===== config.mk =====
export PLATFORM = sky130hd
export DESIGN_NAME = perf_counter_bank
export DESIGN_NICKNAME = d
export VERILOG_FILES = /design/src/rtl/perf_counter_bank.sv
export SDC_FILE = /design/constraint.sdc
export NUM_CORES = 1
export LEC_CHECK = 0
export ABC_AREA = 1
export BUFFER_PORTS_ARGS = -buffer_cell sky130_fd_sc_hd__buf_4
export CAP_MARGIN = 20
export CORE_UTILIZATION = 53
export CTS_CLUSTER_DIAMETER = 60
export CTS_CLUSTER_SIZE = 12
export DETAILED_ROUTE_END_ITERATION = 8
export GPL_TIMING_DRIVEN = 0
export PLACE_DENSITY_LB_ADDON = 0.15
export SYNTH_ARGS = -nofsm -noshare
export SYNTH_HDL_FRONTEND = slang
export SYNTH_SLANG_ARGS = --single-unit

===== constraint.sdc =====
create_clock -name clk -period 4.75 [get_ports clk]
set_input_delay 0.475 -clock clk [delete_from_list [all_inputs] [get_ports clk]]
set_output_delay 0.475 -clock clk [all_outputs]
set_load 0.01 [all_outputs]

===== src/rtl/perf_counter_bank.sv =====
// rtl/perf_counter_bank.sv - bank of event counters with atomic snapshot and indexed shadow readout
// Optional read-and-clear snapshot when PERF_CNT_SNAP_CLR_EN is defined.
module perf_counter_bank #(
  parameter int NUM_CH   = 4,
  parameter int WIDTH    = 32,
  parameter int SATURATE = 0,
  localparam int SEL_W   = (NUM_CH > 1) ? $clog2(NUM_CH) : 1
) (
  input  logic                    clk,
  input  logic                    rstn,
  input  logic [NUM_CH-1:0]       enable,
  input  logic [NUM_CH-1:0]       clear,
  input  logic                    snap,
  input  logic                    rd_req,
  input  logic [SEL_W-1:0]        rd_sel,
  output logic [WIDTH-1:0]        rd_data,
  output logic                    rd_ovf,
  output logic                    rd_valid,
  output logic [NUM_CH-1:0]       overflow,
  output logic [NUM_CH*WIDTH-1:0] counts
);

  localparam logic [WIDTH-1:0] CNT_MAX = '1;

  logic [WIDTH-1:0]  cnt_q [NUM_CH];
  logic [WIDTH-1:0]  cnt_d [NUM_CH];
  logic [WIDTH-1:0]  shd_q [NUM_CH];
  logic [NUM_CH-1:0] ovf_q, ovf_d;
  logic [NUM_CH-1:0] shd_ovf_q;

  logic              sel_ok;
  logic [WIDTH-1:0]  sel_data;
  logic              sel_ovf;

  logic              rd_pend_q;
  logic [WIDTH-1:0]  rd_pend_data_q;
  logic              rd_pend_ovf_q;
  logic              rd_valid_q;
  logic [WIDTH-1:0]  rd_data_q;
  logic              rd_ovf_q;

  always_comb begin
    for (int i = 0; i < NUM_CH; i++) begin
      cnt_d[i] = cnt_q[i];
      ovf_d[i] = ovf_q[i];
      if (clear[i]) begin
        cnt_d[i] = '0;
        ovf_d[i] = 1'b0;
`ifdef PERF_CNT_SNAP_CLR_EN
      end else if (snap) begin
        // The event arriving with the snapshot starts the next interval.
        cnt_d[i] = {{(WIDTH-1){1'b0}}, enable[i]};
        ovf_d[i] = 1'b0;
`endif
      end else if (enable[i]) begin
        if (cnt_q[i] == CNT_MAX) begin
          ovf_d[i] = 1'b1;
          cnt_d[i] = (SATURATE != 0) ? CNT_MAX : '0;
        end else begin
          cnt_d[i] = cnt_q[i] + WIDTH'(1);
        end
      end
    end
  end

  always_ff @(posedge clk) begin
    if (!rstn) begin
      for (int i = 0; i < NUM_CH; i++) begin
        cnt_q[i] <= '0;
        shd_q[i] <= '0;
      end
      ovf_q     <= '0;
      shd_ovf_q <= '0;
    end else begin
      for (int i = 0; i < NUM_CH; i++) begin
        cnt_q[i] <= cnt_d[i];
      end
      ovf_q <= ovf_d;
      if (snap) begin
        for (int i = 0; i < NUM_CH; i++) begin
          shd_q[i] <= cnt_q[i];
        end
        shd_ovf_q <= ovf_q;
      end
    end
  end

  assign sel_ok = (32'(rd_sel) < NUM_CH);

  always_comb begin
    sel_data = '0;
    sel_ovf  = 1'b0;
    if (sel_ok) begin
      sel_data = shd_q[rd_sel];
      sel_ovf  = shd_ovf_q[rd_sel];
    end
  end

  // Request stage samples pre-snap shadows; the result is issued one edge later so a reset there drops it.
  always_ff @(posedge clk) begin
    if (!rstn) begin
      rd_pend_q      <= 1'b0;
      rd_pend_data_q <= '0;
      rd_pend_ovf_q  <= 1'b0;
      rd_valid_q     <= 1'b0;
      rd_data_q      <= '0;
      rd_ovf_q       <= 1'b0;
    end else begin
      rd_pend_q  <= rd_req;
      rd_valid_q <= rd_pend_q;
      if (rd_req) begin
        rd_pend_data_q <= sel_data;
        rd_pend_ovf_q  <= sel_ovf;
      end
      if (rd_pend_q) begin
        rd_data_q <= rd_pend_data_q;
        rd_ovf_q  <= rd_pend_ovf_q;
      end
    end
  end

  for (genvar g = 0; g < NUM_CH; g++) begin : g_flat
    assign counts[g*WIDTH +: WIDTH] = cnt_q[g];
  end

  assign overflow = ovf_q;
  assign rd_valid = rd_valid_q;
  assign rd_data  = rd_data_q;
  assign rd_ovf   = rd_ovf_q;

endmodule

Word level (Yosys, flattened, before mapping)
Memory sizes are Yosys's and may differ from the RTL's. A register that Yosys moved wholly into a read port is not among the register bits.
Cells that the tools add are included.

operators by class
  add/subtract/negate cells = 4
  magnitude comparators = 1
  equality and inequality tests = 4
  muxes and demuxes = 27
  bitwise logic cells = 9
  reduce and logical (&&, ||, !) cells = 9

operators by type and width
  kind                                                                  number
  32-bit 2-to-1 mux                                                     20
  32-bit by 1-bit adder with 32-bit output, second input constant       4
  32-bit == test, second input constant                                 4
  1-bit bitwise OR                                                      8
  2-bit AND reduction                                                   4
  2-bit OR reduction                                                    4
  1-bit 2-to-1 mux                                                      6
  2-bit by 3-bit < comparator with 1-bit output, second input constant  1
  1-bit binary-select mux with 2-bit select                             1
  1-bit logical NOT                                                     1
  1-bit inverter                                                        1

storage, ports and cells
  bits in registers = 44
  memory bits (writable) = 256
  input bits = 14
  output and inout bits = 166
  word-level logic and storage cells = 66
  memories = 2

memory list
  name   words  bits a word  read ports  clocked after memory_dff  write ports  line  RTL
  cnt_q  4      32           4           0                         4            25    logic [WIDTH-1:0] cnt_q [NUM_CH];
  shd_q  4      32           1           1                         4            27    logic [WIDTH-1:0] shd_q [NUM_CH];

Depth between registers and ports, before layout
An unclocked memory read counts as a cell.

  depth after elaboration = 6
  mapped depth = 9
  mapped depth without buffers = 9

Worst setup path after synthesis
Ideal clock, no wire load.

  path kind = input -> register
  start point = in rstn
  end point = mem shd_q[0][0] (enable)
  setup time = 0.538 ns
  arrival = 4.292 ns
  required time = 4.212 ns
  slack = -0.079 ns
  stages on the path = 3
  path buffers = 1
  cell sequence = inv_2 > or2_2 > clkbuf_1

RTL lines
  element          line  RTL
  start, declared  10    input logic rstn,
  end, declared    27

==> impl_metrics.env <==
export IMPL_outcome="completed"
export IMPL_clk_insertion_delay_late_ps=520
export IMPL_track_usage_pct=30.4
export IMPL_max_cap_violations=0
export IMPL_grt_max_degree=127
export IMPL_p_switching_mw=1.42
export IMPL_start_kind="flip-flop"
export IMPL_cp_top_family="simple AND/OR/NAND/NOR gates"
export IMPL_synth_mux_area_fraction_pct=0
export IMPL_dp_cells=2572
export IMPL_min_path_cells=4
export IMPL_synthMostInstantiatedCell="nor2_1"
export IMPL_rsz0062_at_grt="false"
export IMPL_arrival_ps=2340
export IMPL_cts_resized=0
export IMPL_skew_ps=19.3
export IMPL_fin_tns_setup_ps=0
export IMPL_combPwrFrac_pct=5.8
export IMPL_instances_no_fill=2635
export IMPL_min_path_type="in -> reg"
export IMPL_seq_area_um2=7930
export IMPL_p_sw_share_pct=23.5
export IMPL_antenna_left=0
export IMPL_synth_compound_area_share_pct=8.54
export IMPL_numPortBuffers=175
export IMPL_cp_cell_sequence="nand2_1, nor2_1, nand3_1, nor2_1, nand2_1, nand2_4, buf_6, nor2_1"
export IMPL_cp_required_ps=5150
export IMPL_vias_per_cell=5.25
export IMPL_die_width_um=172
export IMPL_cts_root_buffer="clkbuf_16"
export IMPL_worstRegToRegCells=8
export IMPL_gp_congestion=0.966
export IMPL_tightest_slew_ps=623
export IMPL_antenna_found_initial=0
export IMPL_fmax_mhz=514
export IMPL_holdPathEnd="cnt_q[0][36]"
export IMPL_num_antenna_cells=0
export IMPL_avgRoutedWirePerCell_um=17.0
export IMPL_min_from="clear[1]"
export IMPL_cts_tree="built"
export IMPL_synth_largest_area_cell="dfxtp_1"
export IMPL_postSynth_asyncResetShare_pct=0
export IMPL_power_frac_clock_pct=43.2
export IMPL_crit_slowest_cell="dfxtp_1"
export IMPL_via_count=13800
export IMPL_timing_rr_end="cnt_q[0][96]"
export IMPL_grt_pass1_wl_mm=68.0
export IMPL_max_slew_margin_pct=58.5
export IMPL_power_density_nw_per_um2=331
export IMPL_crit_fanout=10
export IMPL_area_delta_synth_final_pct=18.8
export IMPL_drcViolationCount=0
export IMPL_drt_iter0_markers=1388
export IMPL_finalSetupViolations=0
export IMPL_core_um2=28200
export IMPL_fin_crit_ps=1950
export IMPL_drv_slew=0
export IMPL_yosys_warnings=0
export IMPL_synthXorXnorAreaFrac_pct=2.51
export IMPL_peakVddDrop_uv=275
export IMPL_cts_max_level=2
export IMPL_synth_simple_area_share_pct=28.4
export IMPL_dr_pass1_iters=6
export IMPL_synth_top_area_share_pct=26.6
export IMPL_grt_overflow=0
export IMPL_cts_sinks=332
export IMPL_synth_area_um2=15400
export IMPL_critPathMaxStageDelay_ps=460
export IMPL_nFillCells=2508
export IMPL_p_leak_nw=7.12
export IMPL_p_int_mw=4.62
export IMPL_hold_ws_ps=272
export IMPL_post_cts_repair_setup_buffers=0
export IMPL_synth_top_family_by_area="simple AND/OR/NAND/NOR gates"
export IMPL_ff2ff_setup_slack_ps=2800
export IMPL_synth_common_cells="nor2_1 (541), nand2_1 (346), inv_1 (263)"
export IMPL_finish_utilization_pct=64.8
export IMPL_synth_edf_count=128
export IMPL_reg2reg_from="cnt_q[0][108]"
export IMPL_clk_pin_slew_ps=60
export IMPL_synth_distinct_cells=32
export IMPL_multi_input_area_um2=6110
export IMPL_drive_above_1_share_pct=13.2
export IMPL_synth_area_top_cells="dfxtp_1 (27%), edfxtp_1 (25%), nor2_1 (13%), nand2_1 (8.5%), inv_1 (6.4%)"
export IMPL_holdBufCountCts=0
export IMPL_crit_type="reg -> reg"
export IMPL_hold_viol=0
export IMPL_fp_dieH_um=172
export IMPL_syn_nets=2036
export IMPL_path_buf_inv=1
export IMPL_ys_seq_elements=332
export IMPL_numCtsBuffers=36
export IMPL_routed_wl_mm=44.9
export IMPL_start_util_pct=54.5
export IMPL_seq_area_frac_synth_pct=51.6
export IMPL_netlist_instances=2018
export IMPL_synth_flop_cell="dfxtp_1"
export IMPL_final_nets=2250
export IMPL_dieArea_um2=29700
export IMPL_fin_crit_sh_pct=41.0
export IMPL_cts_buffer_depth=3
export IMPL_power_frac_seq_pct=51.0
export IMPL_row_count=61
export IMPL_grt_pass1_vias=12400
export IMPL_dpl_hpwl_mm=34.7
export IMPL_avgSynthCellArea_um2=7.61
export IMPL_synth_adder_area_share_pct=0.326
export IMPL_crit_top_cell="nor2_1"
export IMPL_power_mw=6.03
export IMPL_pin_count=180
export IMPL_endpoint_kind="flip-flop"
power by group through the flow:
stage	Clock, mW	Combinational [mW]	Sequential [mW]
2_1_floorplan	0	0.198	3.14
5_1_grt	2.75	0.387	3.09
3_5_place_dp	0	0.344	3.14
3_3_place_gp	0	0.335	3.14
4_1_cts	2.62	0.346	3.08
6_report	2.60	0.350	3.08
sequential cells by signal, indices dropped and copies added (netlist names), 4 cells and up:
name	count
cnt_q	128
shd_q	128
rd_data	32
rd_pend_data_q	32
overflow	4
shd_ovf_q	4
tightest hold or removal path, stage by stage:
cell	delay, ps
buf_4	80
nor2_2	80
nand2_1	80
inv_1	30
how the worst max path moves through the flow:
stage	startpoint	depth (start not counted)	endpoint	slack [ps]
floorplan	rstn	3	shd_q[0][0]	1920
global placement	rstn	4	shd_q[0][18]	890
detailed placement	rstn	6	shd_q[0][27]	2480
CTS	cnt_q[0][108]	8	cnt_q[0][96]	2850
global route	cnt_q[0][108]	8	cnt_q[0][96]	2670
finish	cnt_q[0][108]	8	cnt_q[0][96]	2800
layer usage:
| layer | GRT usage (%) | part of all wire, % | vias up |
|---|---|---|---|
| met4 | 8.16 | 2.3 | 0 |
| li1 | - | - | 6813 |
| met2 | 49.3 | 46 | 536 |
| met5 | 0 | 0 | - |
| met3 | 4.92 | 7.8 | 73 |
| met1 | 42.1 | 44 | 6400 |
cell families after synthesis:
family,after synthesis
AO/OA/AOI/OAI,247
XOR/XNOR,44
adder cells (fa/ha/maj),4
buffers and inverters,335
flip-flops,332
AND/OR/NAND/NOR,1056
area by class of cell:
cell class,count,area share (%)
flip-flops and latches,332,43.5
multi-input cells,1351,33.5
repair buffers,176,7.35
clock buffers,57,5.54
inverters,267,5.49
well taps,378,2.59
plain buffers,68,1.78
clock inverters,6,0.274
through the flow:
stage / worst slack [ps] / instance area [um^2]
finish: 2800 / 18200
global route: 2670 / 18200
CTS: 2850 / 18200
detailed placement: 2480 / 17200
global placement: 894 / 17100
floorplan: 1920 / 15400
layout by cell type (no fill, tap or decap), drive strengths merged:
master      n
nor2      577
nand2     358
inv       268
dfxtp     204
buf       198
o21ai     139
edfxtp    128
clkbuf    103
nand3      89
a21oi      60
xor2       41
o22ai      39
nand4      14
nor3        7
and2        5
nand3b      5
a22oi       4
ha          4
xnor2       3
clkinv      3
o311ai      2
o211ai      2
clkinvlp    2
or2         1
a2bb2oi     1
(Power assumes the default switching activity.)
